--- src/rtl/fifo_read_packer_pkg.sv ---
//------------------------------------------------------------------------------
// Module   : fifo_read_packer_pkg
// Brief    : Shared constants, FSM encoding and width helper for the read-side
//            FIFO packer.
// Revision : 1.0 - initial release
//------------------------------------------------------------------------------
`default_nettype none

package fifo_read_packer_pkg;

  // Default width of one FIFO entry (one output lane).
  localparam int C_DATAD_DEFAULT = 8;

  // FSM encoding.
  localparam logic [0:0] C_ST_FILL = 1'b0;
  localparam logic [0:0] C_ST_HOLD = 1'b1;

  typedef enum logic [0:0] {
    ST_FILL = C_ST_FILL,
    ST_HOLD = C_ST_HOLD
  } state_t;

  // Bits needed to represent values 0..n-1, never less than one bit.
  function automatic int clog2_min1(input int n);
    int r;
    r = 0;
    while ((1 << r) < n) r++;
    return (r < 1) ? 1 : r;
  endfunction

endpackage

`default_nettype wire

--- src/rtl/fifo_read_packer_out_reg.sv ---
//------------------------------------------------------------------------------
// Module   : packer_out_reg
// Brief    : One-entry valid/ready holding register. Accepts a new word whenever
//            it is empty or its current word is being taken downstream, so a
//            steady stream passes without bubbles.
// Revision : 1.0 - initial release
//------------------------------------------------------------------------------
`default_nettype none

module packer_out_reg #(
  parameter int WIDTH = 36
) (
  input  logic             clk,
  input  logic             rst,
  input  logic             in_valid,
  input  logic [WIDTH-1:0] in_data,
  output logic             in_ready,
  output logic             out_valid,
  output logic [WIDTH-1:0] out_data,
  input  logic             out_ready
);

  logic             r_valid;
  logic [WIDTH-1:0] r_data;

  assign in_ready  = !r_valid || out_ready;
  assign out_valid = r_valid;
  assign out_data  = r_data;

  // Load on an accepted input; otherwise drop valid once the word is taken.
  always_ff @(posedge clk) begin
    if (rst) begin
      r_valid <= 1'b0;
      r_data  <= '0;
    end else if (in_valid && in_ready) begin
      r_valid <= 1'b1;
      r_data  <= in_data;
    end else if (out_ready) begin
      r_valid <= 1'b0;
    end
  end

endmodule

`default_nettype wire

--- src/rtl/fifo_read_packer.sv ---
//------------------------------------------------------------------------------
// Module   : fifo_read_packer
// Brief    : Read-domain consumer of the dual-clock FIFO. Pops entries, packs
//            LANES of them into one wide word and offers it on a valid/ready
//            port; idle timeout or flush emits a partial word with keep mask.
// Revision : 1.0 - initial release
//------------------------------------------------------------------------------
`default_nettype none

module fifo_read_packer
  import fifo_read_packer_pkg::*;
#(
  parameter int DATAD   = C_DATAD_DEFAULT,
  parameter int LANES   = 4,
  parameter int TIMEOUT = 16
) (
  input  logic                   clk_r,
  input  logic                   rst,
  input  logic [DATAD-1:0]       fifo_out,
  input  logic                   fifo_empty,
  output logic                   fifo_rd,
  input  logic                   flush,
  output logic [DATAD*LANES-1:0] m_data,
  output logic [LANES-1:0]       m_keep,
  output logic                   m_valid,
  input  logic                   m_ready
);

  localparam int CNT_W  = clog2_min1(LANES + 1);
  localparam int IDLE_W = clog2_min1(TIMEOUT);
  localparam logic [CNT_W-1:0]  C_CNT_LAST = CNT_W'(LANES - 1);
  localparam logic [IDLE_W-1:0] C_IDLE_MAX = IDLE_W'(TIMEOUT - 1);
  localparam logic [CNT_W:0]    C_LANES_W  = (CNT_W + 1)'(LANES);

  state_t             r_state;
  state_t             w_state_nx;
  logic [CNT_W-1:0]   r_cnt;
  logic               r_pend;
  logic [IDLE_W-1:0]  r_idle;
  logic               r_flush_lat;
  logic [LANES-1:0]   r_keep_hold;
  logic [DATAD-1:0]   r_lanes     [LANES];
  logic [DATAD-1:0]   w_cap_lanes [LANES];

  logic                     w_out_free;
  logic                     w_full_done;
  logic                     w_part_done;
  logic                     w_flush_eff;
  logic                     w_move_direct;
  logic                     w_move;
  logic [CNT_W-1:0]         w_cnt_nx;
  logic [CNT_W:0]           w_occupied;
  logic                     w_room;
  logic [LANES-1:0]         w_part_keep;
  logic [LANES-1:0]         w_move_keep;
  logic [DATAD*LANES-1:0]   w_word;

  // A full word completes in the cycle its last entry is being captured.
  assign w_full_done = (r_state == ST_FILL) && r_pend && (r_cnt == C_CNT_LAST);

  // A flush only matters when something is assembled or on its way.
  assign w_flush_eff = (flush && ((r_cnt != '0) || r_pend)) || r_flush_lat;

  // Partial words wait until the in-flight entry has landed.
  assign w_part_done = (r_state == ST_FILL) && !r_pend && (r_cnt != '0) &&
                       (w_flush_eff || (r_idle == C_IDLE_MAX));

  // A completed full word bypasses HOLD when the output register is free,
  // which keeps the pop stream continuous.
  assign w_move_direct = w_full_done && w_out_free;
  assign w_move        = w_move_direct || ((r_state == ST_HOLD) && w_out_free);
  assign w_move_keep   = w_move_direct ? {LANES{1'b1}} : r_keep_hold;

  // Reserve a lane for every entry already popped before popping another.
  assign w_cnt_nx   = w_move ? '0 : r_cnt;
  assign w_occupied = {1'b0, w_cnt_nx} + {{CNT_W{1'b0}}, r_pend};
  assign w_room     = (w_occupied < C_LANES_W);

  assign fifo_rd = !rst && !fifo_empty && (r_state == ST_FILL) &&
                   !w_flush_eff && !w_part_done && w_room;

  // Lane array as it will look after this cycle's capture.
  always_comb begin
    for (int i = 0; i < LANES; i++) begin
      w_cap_lanes[i] = r_lanes[i];
      if (r_pend && (r_cnt == CNT_W'(i))) w_cap_lanes[i] = fifo_out;
    end
  end

  // Contiguous keep mask covering the lanes filled so far.
  always_comb begin
    for (int i = 0; i < LANES; i++) begin
      w_part_keep[i] = (CNT_W'(i) < r_cnt);
    end
  end

  generate
    for (genvar g = 0; g < LANES; g++) begin : g_flat
      assign w_word[g*DATAD +: DATAD] = w_cap_lanes[g];
    end
  endgenerate

  // Next-state logic: leave FILL when a word is ready but cannot move yet.
  always_comb begin
    w_state_nx = r_state;
    case (r_state)
      ST_FILL: if ((w_full_done && !w_out_free) || w_part_done) w_state_nx = ST_HOLD;
      ST_HOLD: if (w_out_free) w_state_nx = ST_FILL;
      default: w_state_nx = ST_FILL;
    endcase
  end

  // State register.
  always_ff @(posedge clk_r) begin
    if (rst) r_state <= ST_FILL;
    else     r_state <= w_state_nx;
  end

  // Lane array, fill count, in-flight flag, idle timer and flush latch.
  always_ff @(posedge clk_r) begin
    if (rst) begin
      r_cnt       <= '0;
      r_pend      <= 1'b0;
      r_idle      <= '0;
      r_flush_lat <= 1'b0;
      r_keep_hold <= '0;
      for (int i = 0; i < LANES; i++) r_lanes[i] <= '0;
    end else begin
      r_pend <= fifo_rd;

      if (w_move) begin
        // Cleared lanes guarantee unused lanes of a later partial word are 0.
        for (int i = 0; i < LANES; i++) r_lanes[i] <= '0;
        r_cnt  <= '0;
        r_idle <= '0;
      end else begin
        for (int i = 0; i < LANES; i++) r_lanes[i] <= w_cap_lanes[i];
        if (r_pend) r_cnt <= r_cnt + 1'b1;
        if (r_state == ST_FILL) begin
          if (r_pend)
            r_idle <= '0;
          else if ((r_cnt != '0) && (r_idle != C_IDLE_MAX))
            r_idle <= r_idle + 1'b1;
        end
      end

      if (w_part_done || w_move || (r_state == ST_HOLD))
        r_flush_lat <= 1'b0;
      else if (flush && r_pend && !w_full_done)
        r_flush_lat <= 1'b1;

      if (w_part_done)
        r_keep_hold <= w_part_keep;
      else if (w_full_done && !w_out_free)
        r_keep_hold <= {LANES{1'b1}};
    end
  end

  packer_out_reg #(
    .WIDTH (LANES + DATAD*LANES)
  ) u_out_reg (
    .clk       (clk_r),
    .rst       (rst),
    .in_valid  (w_move),
    .in_data   ({w_move_keep, w_word}),
    .in_ready  (w_out_free),
    .out_valid (m_valid),
    .out_data  ({m_keep, m_data}),
    .out_ready (m_ready)
  );

endmodule

`default_nettype wire

--- config.mk ---
export PLATFORM = sky130hd
export DESIGN_NAME = fifo_read_packer
export DESIGN_NICKNAME = d
export VERILOG_FILES = /design/src/rtl/fifo_read_packer_pkg.sv /design/src/rtl/fifo_read_packer_out_reg.sv /design/src/rtl/fifo_read_packer.sv
export SDC_FILE = /design/constraint.sdc
export NUM_CORES = 1
export LEC_CHECK = 0
export ABC_AREA = 1
export CAP_MARGIN = 20
export CORE_AREA = 2 2 84 86
export CTS_BUF_LIST = sky130_fd_sc_hd__clkbuf_2
export CTS_CLUSTER_SIZE = 14
export DETAILED_ROUTE_END_ITERATION = 6
export DIE_AREA = 0 0 86 88
export DONT_BUFFER_PORTS = 1
export GPL_ROUTABILITY_DRIVEN = 0
export GPL_TIMING_DRIVEN = 1
export PLACE_DENSITY = 0.79
export SLEW_MARGIN = 40
export SYNTH_ARGS = -nofsm -noshare
export SYNTH_HDL_FRONTEND = slang
export SYNTH_HIERARCHICAL = 1
export SYNTH_SLANG_ARGS = --single-unit
--- constraint.sdc ---
create_clock -name clk_r -period 5 [get_ports clk_r]
set_clock_uncertainty 0.2 [all_clocks]
set_input_delay 1 -clock clk_r [delete_from_list [all_inputs] [get_ports clk_r]]
set_output_delay 1 -clock clk_r [all_outputs]
set_load 0.05 [all_outputs]
==> results.md, run 1 <==
* DIE AREA at 7570 um2
* CTS root buffer: clkbuf_2
* Min cycle time layout at 3.43 ns
* CTS Hold Bufs at 0
* #FFs+latches synth at 83
* Die W at 86 um
* Post-synth EDFFs at 24
* Compound-Gate Fraction of Synth Area at ~10%
* Routed vias/inst at 5.10
* Hold Vio Cnt, Final at 0
* Synth Area in XOR/XNOR at 0.210%
* Post-Syn Area at 4160 um2
* Detailed Routing Iterations Pass 1 at 4
* Endpoints failing setup at 0
* Tightest Pin Transition at 0.702 ns
* Total GRT Usage at 22.9%
* Worst hold path class: reg -> reg
* Final WL at 8180 um
* Ys flop type: dfxtp_1
* Critical path, cell by cell: nand4_4, a21oi_4, a21oi_1, nor2_1, buf_4
* Worst path slowest cell: dfxtp_1
* Leakage power total at about 2.1 nW
* Die Ht at 88 um
* Post-synthesis cell type count at 31
* Number of I/O pins at 51
* Worst Path Class, Setup: reg -> out
* Antenna violations before repair at 0
* Final hold slack at 0.305 ns
* Post-synthesis simple-gate area fraction at 27.0%
* Post-synthesis cell count at 557
* DP Wirelength at 5690 um
* Area grow syn2layout at 2.49%
* Outcome: completed
* Drt drc at 0
* Row count at 30
* Relative slew slack at between 50 and 60%
* Nets@finish at 583
* Ys Warns at 6
* Vias in the first global route at 3157
* MaxCap Viol Count at 0
* Worst EP arrival at ~2.2 ns
* Ant. Diodes at 0
* Peak Freq at 292 MHz
* Crit path launch type: flop
* Max Slew Vio Count at 0
* P per Cell Area at 323 nW/um2
* Largest net degree at the start of global routing at between 70 and 80
* Critical Path RT at 3.80 ns
* Final Cycle Share at 68.6%
* Crit path max-delay family: flip-flops
* Detailed Route Iter0 Violations at 200
* Avg Cell Area, Syn at 7.48 um2
* Longest Clk Path Bufs at 2
* Total CTS buffers at 9
* Reg2reg start: r_pend$_SDFF_PP0_
* CP peak stage delay at 0.80 ns
* Clock sinks at 83
* Worst Setup End Kind: output pin
* CTS tree: built
* Post-synthesis sequential area ratio at about 46%
* Largest family of logic cells by synthesized area: simple AND/OR/NAND/NOR gates
* Mux cell area share after synthesis at 0%
* Crit path buf inv count at 1
* Share of cells above drive strength 1 at 7.88%
* Worst hold path startpoint: r_keep_hold[0]$_SDFFE_PP0P_
* CP Max Fanout at 14
* Vias at ~3300
* Crit path from: r_pend$_SDFF_PP0_
* Fillers at slightly above 600
* Post-synthesis adder-cell area fraction at 1.20%
* Number of port buffers at 0
* Post_cts resized at 0
* H-Tree Depth at 3
* WL per Instance at 12.6 um
* RSZ-0062 raised after global routing: false
* Max VDD drop at 0.221 mV
* Setup repair bufs after CTS at 0
* Reg clk slew, reported paths at 0.23 ns
* Later-pin clock latency in the skew report at 0.51 ns
* CORE AREA at around 6600 um2
* Starting density of the core at 62.7%
* ANT nets after route at 0
* FFs w/ async S/R, synth at 0%
* Setup TNS at 0 ns
* First-pass GRT wire length at 13700 um
* GRT Residual Overflow at 0
[cells in the final DEF (no fill, tap or decap), drive strengths merged, types with 4 or more instances in the layout]
cell | Yosys | routed
inv | 109 | 112
nor2 | 92 | 92
nand2 | 91 | 91
dfxtp | 59 | 59
nand3 | 55 | 55
a21oi | 48 | 48
o21ai | 32 | 32
edfxtp | 24 | 24
conb | 1 | 24
clkbuf | 0 | 9
or2 | 8 | 8
ha | 4 | 4
[power by group]
part	internal [mW]	leakage (nW)	total, mW	switching [mW]
clock	0.119	0.0709	0.358	0.239
sequential	0.737	0.723	0.828	0.0909
combinational	0.0657	1.30	0.191	0.126
total	0.921	2.09	1.38	0.456
[through the flow]
stage	cell area, um2	std cells	util (%)	total power, mW	setup WS, ns
global placement	4150	635	62.4	1.03	1.90
detailed placement	4150	635	62.4	1.03	1.86
CTS	4270	651	64.2	1.39	1.54
global route	4270	651	64.2	1.45	1.43
floorplan	4250	580	-	1.01	1.54
finish	4270	651	64.2	1.38	1.57
[final timing paths]
path                            depth (start not counted)  slack, ns                                  end
worst min-delay path                                    2       0.31          r_keep_hold[0]$_SDFFE_PP0P_
worst max register to register                          6       2.42  u_out_reg/out_data[26]$_SDFFE_PP0P_
worst min register to register                          2       0.31          r_keep_hold[0]$_SDFFE_PP0P_
worst max-delay path                                    5       1.57                              fifo_rd
[layer usage]
layer	GRT usage, %	vias up	wire, um
met5	0	-	0
met4	8.51	0	132
met3	3.68	15	422
met2	41.5	75	4190
met1	27.4	1515	3430
li1	-	1714	-
[Yosys cell counts, types with 3 or more instances]
master / n / area, um2
inv_1: 105 / 394
nor2_1: 90 / 338
nand2_1: 83 / 312
dfxtp_1: 59 / 1180
nand3_1: 53 / 265
a21oi_1: 42 / 210
o21ai_1: 25 / 125
edfxtp_1: 24 / 721
buf_6: 14 / 158
buf_2: 11 / 55.1
o21ai_0: 7 / 35.0
or2_1: 7 / 43.8
a21oi_2: 6 / 52.6
nand2_2: 5 / 31.3
ha_1: 4 / 50.1
buf_4: 3 / 22.5
inv_2: 3 / 11.3
nand2_4: 3 / 33.8
[sequential cells by signal, indices dropped and copies added (netlist names), 3 cells and up]
signal	cells
r_cnt	3
r_idle	4
r_lanes	32
r_keep_hold	4
u_out_reg/out_data	36
[tightest hold or removal path, stage by stage, from the launching register on]
cell and delay (ns):
dfxtp_1 0.36, nor2_1 0.10, nor2_1 0.04
[area by class of cell]
| cell class | instances | area [um2] | share of cell area, % |
|---|---|---|---|
| flip-flops and latches | 83 | 1900 | 44.6 |
| clock inverters | 7 | 73.8 | 1.73 |
| repair buffers | 3 | 22.5 | 0.528 |
| multi-input cells | 359 | 1710 | 40.0 |
| well taps | 80 | 100 | 2.35 |
| inverters | 110 | 417 | 9.76 |
| clock buffers | 9 | 45.0 | 1.06 |
[logic make-up after synthesis]
logic type	Yosys count
AO/OA/AOI/OAI	80
AND/OR/NAND/NOR	250
other	1
adder cells (fa/ha/maj)	4
XOR/XNOR	1
buffers and inverters	138
flip-flops	83
No activity file was read; power rests on OpenSTA's default activity.
==> inputs of run 2 (changes only) <==
- CORE_AREA: 2 2 84 86 -> 2 2 88 90
- DIE_AREA: 0 0 86 88 -> 0 0 90 92
- PLACE_DENSITY: 0.79 -> 0.75
- clock period: 5 -> 3 ns (I/O delays scaled with it)
==> results.md, run 2 (synthesis gave the netlist of run 1 again) <==
* Dpl cells at 660 (+3.9%)
* Worst EP arrival at 2.10 ns (-0.13 ns)
* Clock sinks at 83 (unchanged)
* Leakage power total at 2.13 nW (+1.8%)
* Routed vias/inst at 4.90 (-3.8%)
* Power share of the clock group at 23.3% (-2.7 points)
* Hold Vio Cnt, Final at 0 (unchanged)
* Drt drc at 0 (unchanged)
* Nets@finish at 592 (+1.5%)
* Reg clk slew, reported paths at 0.24 ns (about the same)
* Final hold slack at 0.0330 ns (-0.272 ns)
* Largest net degree at the start of global routing at 74 (-2.6%)
* Ant. Diodes at 0 (unchanged)
* Total GRT Usage at 20.4% (-2.5 points)
* GRT Residual Overflow at 0 (unchanged)
* CORE AREA at 7450 um2 (+12%)
* Worst hold path class: in -> reg
* Outcome: completed
* Max VDD drop at 0.302 mV (+36%)
* Final Power at 2.23 mW (+62%)
* Most frequent cells in the layout: 105 x inv_1, 90 x nor2_1, 81 x nand2_1
* Starting density of the core at 55.9% (-6.8 points)
* Worst Setup End Kind: output pin
* Vias at 3344 (+0.75%)
* Antenna violations before repair at 0 (unchanged)
* Crit path launch type: flop
* Critical Path RT at 2.20 ns (-1.60 ns)
* WL per Instance at 12.1 um (-3.3%)
* ANT nets after route at 0 (unchanged)
* Crit path from: r_cnt[0]$_SDFFE_PN0P_
* Final WL at 8290 um (+1.3%)
* Reg2reg start: r_cnt[2]$_SDFFE_PN0P_
* Commonest non-fill, non-tap cell in the layout: inv_1
* Crit path to: fifo_rd
* Area grow syn2layout at 4.99%
* First-pass GRT wire length at 13600 um (-0.36%)
* Vias in the first global route at 3125 (-1.0%)
* Relative slew slack at 54.2% (+1.0 points)
* Row count at 32 (+6.7%)
* Later-pin clock latency in the skew report at 0.53 ns (+0.02 ns)
* Detailed Routing Iterations Pass 1 at 4 (unchanged)
* DIE AREA at 8280 um2 (+9.4%)
* Sw frac at 34.4% (+1.3 points)
* Final Cycle Share at a little over nine tenths
* Max reg flops at 36 (unchanged)
* Number of port buffers at 0 (unchanged)
* Total CTS buffers at 9 (unchanged)
* CTS tree: built
* Share of cells above drive strength 1 at 9.14% (+1.3 points)
* Detailed Route Iter0 Violations at 205 (+2.5%)
* Worst r2r path cells at 7 (+1)
* Min cycle time layout at 2.90 ns
* Worst Path Class, Setup: reg -> out
* Max Slew Vio Count at 0 (unchanged)
* CP Max Fanout at 5 (-9)
* Peak Freq at around 340 MHz
* P per Cell Area at 511 nW/um2 (+58%)
* Die W at 90 um (+4.7%)
* MaxCap Viol Count at 0 (unchanged)
* Util after Layout at 58.7% (-5.5 points)
* CTS root buffer: clkbuf_2
* Tightest Pin Transition at 0.687 ns (-0.0152 ns)
* Die Ht at 92 um (+4.5%)
* Sw Pwr at 767 uW (+68%)
* Number of I/O pins at 51 (unchanged)
* Combinational power share at 15.5% (+1.6 points)
* DP Wirelength at 5640 um (-0.90%)
* Sequential Power Share at 61.3% (+1.2 points)
* Reg-to-reg slack, setup at 0.82 ns (-1.60 ns)
* Longest Clk Path Bufs at 2 (unchanged)
* P_int at 1.47 mW (+59%)
* Endpoints failing setup at 0 (unchanged)
* H-Tree Depth at 3 (unchanged)
* R2r endpoint: u_out_reg/out_data[26]$_SDFFE_PP0P_
* Post-Layout Cell Count at 682 (+4.8%)
==> run 2: cell count changes in the layout (fill, tap and decap cells not counted), moves of 2 or more <==
cell	delta
buf_4	+4
dlygate4sd3_1	+4
dfxtp_1	-2
dfxtp_4	+2
==> run 2: power groups by stage <==
stage	clock network, mW	registers (mW)	logic (mW)
after floorplan	0	1.39	0.289
after global placement	0	1.39	0.322
after detailed placement	0	1.39	0.329
after CTS	0.536	1.37	0.333
after global routing	0.585	1.38	0.398
final	0.519	1.37	0.345
==> run 2: worst max-delay path: stages, from the launching register on <==
cell and delay, ns:
dfxtp_4 0.41, inv_1 0.10, ha_2 0.22, nand2_2 0.10, nand2_2 0.10, nand3_4 0.11, nand2_4 0.11, nand3_1 0.10
nor2_1 0.14, buf_6 0.18
==> run 2: per-stage QoR <==
stage               area, um2  setup WS [ns]  TNS, ns
floorplan                4250          0.335        0
global placement         4200          0.701        0
detailed placement       4200          0.598        0
CTS                      4320         0.0121        0
global route             4370        -0.0891  -0.0891
finish                   4370         0.0980        0
==> run 2: layer usage <==
metal	share of wire [%]	global-route usage, %	wire length [um]	vias to the layer above
li1	-	-	-	1731
met1	42	23.5	3510	1534
met2	51	36.2	4180	64
met3	4.9	4.44	406	15
met4	2.3	9.87	187	0
met5	0	0	0	-
==> run 2: final cells by class <==
| type | count | area (um2) |
|---|---|---|
| Fill cell | 728 | 3080 |
| Sequential cell | 83 | 1910 |
| Multi-Input combinational cell | 359 | 1720 |
| Inverter | 110 | 415 |
| Tap cell | 102 | 128 |
| Timing Repair Buffer | 12 | 104 |
| Clock inverter | 7 | 50.0 |
| Clock buffer | 9 | 45.0 |
==> run 2: repair_timing <==
item | in CTS | in global routing
hold buffers | 2 | 2
resized for setup | 2 | 6
pin swaps | 0 | 1
buffers inserted | 0 | 2
endpoints found under the hold margin | 6 | 2
setup endpoints to repair | 1 | 1
==> run 2: worst min-delay path by stage <==
stage,startpoint,cells past startpoint,endpoint,slack (ns)
after floorplan,r_keep_hold[0]$_SDFFE_PP0P_,2,r_keep_hold[0]$_SDFFE_PP0P_,0.24
after global placement,r_keep_hold[1]$_SDFFE_PP0P_,2,r_keep_hold[1]$_SDFFE_PP0P_,0.26
after detailed placement,r_keep_hold[3]$_SDFFE_PP0P_,2,r_keep_hold[3]$_SDFFE_PP0P_,0.26
after CTS,fifo_out[5],2,r_lanes[2][5]$_SDFFE_PP0P_,0.003
after global routing,fifo_out[7],2,r_lanes[2][7]$_SDFFE_PP0P_,-0.007
final,fifo_out[3],2,r_lanes[2][3]$_SDFFE_PP0P_,0.03
==> inputs of run 3 (changes only) <==
- GPL_ROUTABILITY_DRIVEN: 0 -> default
==> results of run 3 <==
Final layout, timing and power as in run 2 (identical DEF).
==> variant 1: new RTL, flow settings as in run 2 <==
`LANES`: 4 -> 2.
--- a/src/rtl/fifo_read_packer.sv
+++ b/src/rtl/fifo_read_packer.sv
@@ -13,3 +13,3 @@
   parameter int DATAD   = C_DATAD_DEFAULT,
-  parameter int LANES   = 4,
+  parameter int LANES   = 2,
   parameter int TIMEOUT = 16
Interface: changed (resized m_data and m_keep); port bits go from 51 to 33. No check against the original RTL was run, so the function may have changed too.
==> variant 1 against run 2 <==
- synthesized area decreased by 44%
- worst hold slack worse by 0.0025 ns
- cell area shrank 44%
- total power fell by 41%
- global-route usage decreased by 9.2 points
- critical path type unchanged
- largest power group unchanged
- sequential cell count down 37
- setup slack better by 0.15 ns
- combinational power decreased by 25%
- critical path depth unchanged
- wire length shrank 46%
- clock power shrank 53%
- die area is the same
==> variant 1: results (changes against run 2) <==
| Metric | Value |
|---|---|
| Mux contribution to synthesized area | 0 (unchanged) |
| Synth top area cells | dfxtp_1 26%, edfxtp_1 21%, inv_1 9.7% |
| H-tree depth | 2 (-1) |
| CP Max Fanout | 10 (+5) |
| Largest net degree at the start of global routing | 38 (-49%) |
| Hold Crit Class | in2reg |
| Sequential fraction of the synthesis area | 0.467 (+0.0100) |
| Initial antenna violation count | 0 (unchanged) |
| PortBufs | 0 (unchanged) |
| Crit path largest cell delay | 0.38 ns (-0.03 ns) |
| Dpl ws | 0.663 ns (+0.0650 ns) |
| Wire per inst | 10.5 um (-13%) |
| Cts bufs inserted | 5 (-4) |
| Ys async rst share | 0 (unchanged) |
| EDFF count, synth | 16 (-33%) |
| Yosys cell types | 21 (-32%) |
| Worst EP arrival | 1.95 ns (-0.15 ns) |
| Clk Latency, worst-skew pair | 0.41 ns (-0.12 ns) |
| Vias | 1836 (-45%) |
| Grt total ovfl | 0 (unchanged) |
| Compound-cell area share of the yosys netlist | 0.112 (+0.0108) |
| Layout Nets | 339 (-43%) |
| Synth top cells by count | 60 x inv_1, 50 x nand2_1, 47 x nor2_1 |
| Leakage power | 1.22 nW (-43%) |
| HPWL Detailed | 3.38 mm (-40%) |
| Deepest clock path buffer count | 2 (unchanged) |
| Number of flip-flops under the largest register name | 18 (-50%) |
| Actual slew at the worst max-slew pin | 0.598 ns (-0.0883 ns) |
| Post CTS Setup Buffer Count | 0 (unchanged) |
| Adder-cell share of the synthesized area | 0.0162 (+0.00419) |
| Layout cells sized above 1 | 0.102 (+0.0108) |
| Gr usage total | 0.113 (-0.0915) |
| First-pass GRT wire length | 7.53 mm (-45%) |
| Peak VDD IR | 0.189 mV (-37%) |
| Outcome | complete, no violations |
| Critical-path top delay cell | dfxtp_1 |
| First-iteration detailed-routing DRC count | 46 (-78%) |
| Critical path's top delay family | buffers and inverters |
| Reg clk slew, reported paths | 0.20 ns (-0.04 ns) |
| Dpl cell area | 2430 um2 (-42%) |
| Vias in the first global route | 1692 (-46%) |
| N_diodes | 0 (unchanged) |
| Clk root buf | clkbuf_2 |
| Total of cells resized after clock tree synthesis | 0 (-2) |
| Post-synthesis xor/xnor area fraction | 0.00378 (+0.00168) |
| Drt first pass iters | 4 (unchanged) |
## variant 1: metrics by stage
| stage | utilization | total power (W) | hold slack, ns | cells |
|---|---|---|---|---|
| global route | 0.331 | 0.00141 | 0.00253 | 425 |
| global placement | 0.326 | 0.00108 | 0.256 | 418 |
| detailed placement | 0.326 | 0.00109 | 0.268 | 418 |
| CTS | 0.331 | 0.00134 | 0.00527 | 425 |
| finish | 0.331 | 0.00132 | 0.0305 | 425 |
| floorplan | - | 0.00105 | 0.239 | 324 |
## variant 1: layout make-up
class / count / area (um2)
repair buffers: 5 / 37.5
clock buffers: 7 / 35.0
well taps: 102 / 128
multi-input cells: 204 / 955
flip-flops and latches: 46 / 1080
fillers: 844 / 4980
inverters: 61 / 229
## variant 1: power by group
group / switching [W] / total, W / internal [W]
sequential: 0.000116 / 0.000821 / 0.000705
clock: 0.000185 / 0.000246 / 0.0000606
combinational: 0.000163 / 0.000258 / 0.0000950
total: 0.000464 / 0.00132 / 0.000861
## variant 1: final timing paths
path,from,slack [ns],cells past startpoint,endpoint
setup reg to reg,r_cnt[1]$_SDFFE_PN0P_,0.81,9,r_cnt[0]$_SDFFE_PN0P_
hold reg to reg,r_keep_hold[1]$_SDFFE_PP0P_,0.30,2,r_keep_hold[1]$_SDFFE_PP0P_
hold / removal,rst,0.03,1,u_out_reg/out_valid$_SDFFE_PP0P_
setup / recovery,r_cnt[1]$_SDFFE_PN0P_,0.25,9,fifo_rd
## variant 1: routing by layer
| layer | share of wire | up-vias | wire (um) | global-route usage |
|---|---|---|---|---|
| met5 | 0 | - | 0 | 0 |
| met4 | 0.012 | 0 | 52 | 0.0346 |
| met3 | 0.064 | 6 | 286 | 0.0345 |
| met2 | 0.49 | 41 | 2190 | 0.200 |
| met1 | 0.43 | 826 | 1940 | 0.131 |
| li1 | - | 963 | - | - |
==> variant 2: new RTL, flow settings as in run 2 <==
Without the edit above. Make the reset (`rst`) asynchronous in 3 clocked blocks.
--- a/src/rtl/fifo_read_packer_out_reg.sv
+++ b/src/rtl/fifo_read_packer_out_reg.sv
@@ -30,3 +30,3 @@
   // Load on an accepted input; otherwise drop valid once the word is taken.
-  always_ff @(posedge clk) begin
+  always_ff @(posedge clk or posedge rst) begin
     if (rst) begin
--- a/src/rtl/fifo_read_packer.sv
+++ b/src/rtl/fifo_read_packer.sv
@@ -113,3 +113,3 @@
   // State register.
-  always_ff @(posedge clk_r) begin
+  always_ff @(posedge clk_r or posedge rst) begin
     if (rst) r_state <= ST_FILL;
@@ -119,3 +119,3 @@
   // Lane array, fill count, in-flight flag, idle timer and flush latch.
-  always_ff @(posedge clk_r) begin
+  always_ff @(posedge clk_r or posedge rst) begin
     if (rst) begin
Formal check against the unedited RTL: differs if rst is asserted again (counterexample within 10 cycles, from zero or initial values and one cycle with rst high); with rst held inactive, the same outputs for 10 cycles.
==> variant 2 against run 2 <==
- setup slack better by 0.045 ns
- sequential cell count stayed put
- cell area is 4.4% lower
- synthesized area is 2.9% lower
- wire length is 3.2% lower
Power is not compared: it rests on default switching activity, and its combinational part moved more than twofold at a synthesized area within 25%.
==> variant 2: results (changes against run 2) <==
| Metric | Value |
|---|---|
| Outcome | complete, no violations |
| Post-Syn Instances | 470 (-16%) |
| Leakage power | 2.40 nW |
| Placed cells | 560 (-15%) |
| Global-route track usage on met3 | 0.0419 (-0.00247) |
| Hold Crit Class | in2reg |
| Dpl cell area | 4030 um2 (-4.0%) |
| HPWL Detailed | 5.30 mm (-6.1%) |
| Vias per std cell | 4.93 (+0.53%) |
| Compound-cell area share of the yosys netlist | 0.0569 (-0.0446) |
| Synth top area cells | dfrtp_1 51%, nand2_1 15%, inv_1 5.7% |
| Relative slew slack | 0.599 (+0.0571) |
| Clk Latency, worst-skew pair | 0.51 ns (-0.02 ns) |
| Dpl ws | 0.466 ns (-0.132 ns) |
| Vias | 2854 (-15%) |
| Post-synth top flop | dfrtp_1 |
| Yosys cell types | 26 (-16%) |
| N_diodes | 0 (unchanged) |
| Mux contribution to synthesized area | 0 (unchanged) |
| Ys async rst share | 1.00 (+1.00) |
| Clk root buf | clkbuf_2 |
| Reg2reg setup slack | 0.65 ns (-0.17 ns) |
| Peak VDD IR | 0.529 mV |
| Yosys Warn Count | 6 (unchanged) |
| Fillers | 723 (-0.69%) |
| CP Max Fanout | 28 (+23) |
| GR Util met1 | 0.264 (+0.0291) |
| Worst EP arrival | 2.06 ns (-0.04 ns) |
| H-tree depth | 3 (unchanged) |
| Initial antenna violation count | 0 (unchanged) |
| Crit share post-route | 0.952 (-0.0151) |
| Largest net degree at the start of global routing | 47 (-36%) |
| Met2 GRT Util | 0.352 (-0.0100) |
| Post-synthesis xor/xnor area fraction | 0.00217 (+0.0000631) |
| Drt first pass iters | 4 (unchanged) |
| Adder-cell share of the synthesized area | 0.0124 (+0.000361) |
| Gr usage total | 0.207 (+0.00223) |
| PortBufs | 0 (unchanged) |
| First-iteration detailed-routing DRC count | 219 (+6.8%) |
| Reg clk slew, reported paths | 0.19 ns (-0.05 ns) |
| Vias in the first global route | 2784 (-11%) |
| Wire per inst | 13.8 um (+14%) |
| Final hold slack | 0.0594 ns (+0.0264 ns) |
| Synth top cells by count | 166 x nand2_1, 83 x dfrtp_1, 61 x inv_1 |
| First-pass GRT wire length | 13.5 mm (-1.0%) |
| Sequential fraction of the synthesis area | 0.514 (+0.0570) |
| Layout cells sized above 1 | 0.180 (+0.0889) |
variant 2: layout make-up:
class | count | area [um2] | area share
Clock buffer | 10 | 50.0 | 0.0120
Clock inverter | 6 | 32.5 | 0.00779
Inverter | 67 | 254 | 0.0608
Multi-Input combinational cell | 301 | 1550 | 0.371
Sequential cell | 83 | 2080 | 0.499
Tap cell | 102 | 128 | 0.0305
Timing Repair Buffer | 10 | 81.3 | 0.0195
variant 2: power by group:
group	leakage [nW]	internal (W)	total, W	switching (W)
logic	1.24	0.000520	0.00155	0.00103
clock network	0.0528	0.000104	0.000469	0.000365
registers	1.11	0.00157	0.00264	0.00107
variant 2: final timing paths:
kind | endpoint | startpoint | cells after the start
worst min register to register | r_keep_hold[2]$_DFFE_PP0P_ | r_keep_hold[2]$_DFFE_PP0P_ | 2
worst min-delay path | r_lanes[2]$_DFF_PP0_ | fifo_out[2] | 2
min in group asynchronous | u_out_reg/out_data[4]$_DFFE_PP0P_ | rst | 3
max in group asynchronous | r_cnt[1]$_DFFE_PP0P_ | rst | 3
worst max-delay path | fifo_rd | r_cnt[1]$_DFFE_PP0P_ | 8
worst max register to register | u_out_reg/out_data[7]$_DFFE_PP0P_ | r_cnt[2]$_DFFE_PP0P_ | 9
variant 2: repair_timing:
item / in CTS / in global routing
gates resized for setup: 5 / 8
setup endpoints to repair: 1 / 1
hold endpoints to repair: 83 / 0
cloned: 0 / 0
setup buffers: 2 / 0
hold buffers: 1 / 0
variant 2: critical path: stages, from the launching register on:
cell	delay (ns)
dfrtp_2	0.46
buf_4	0.17
nand4_4	0.11
nand2_4	0.06
nand2_4	0.27
inv_4	0.04
nor2_1	0.21
nor2_2	0.09
buf_6	0.16
variant 2: layer usage:
metal,up-vias,wire length [um]
li1,1451,-
met5,-,0
met1,1326,3610
met2,67,4010
met3,10,291
met4,0,108
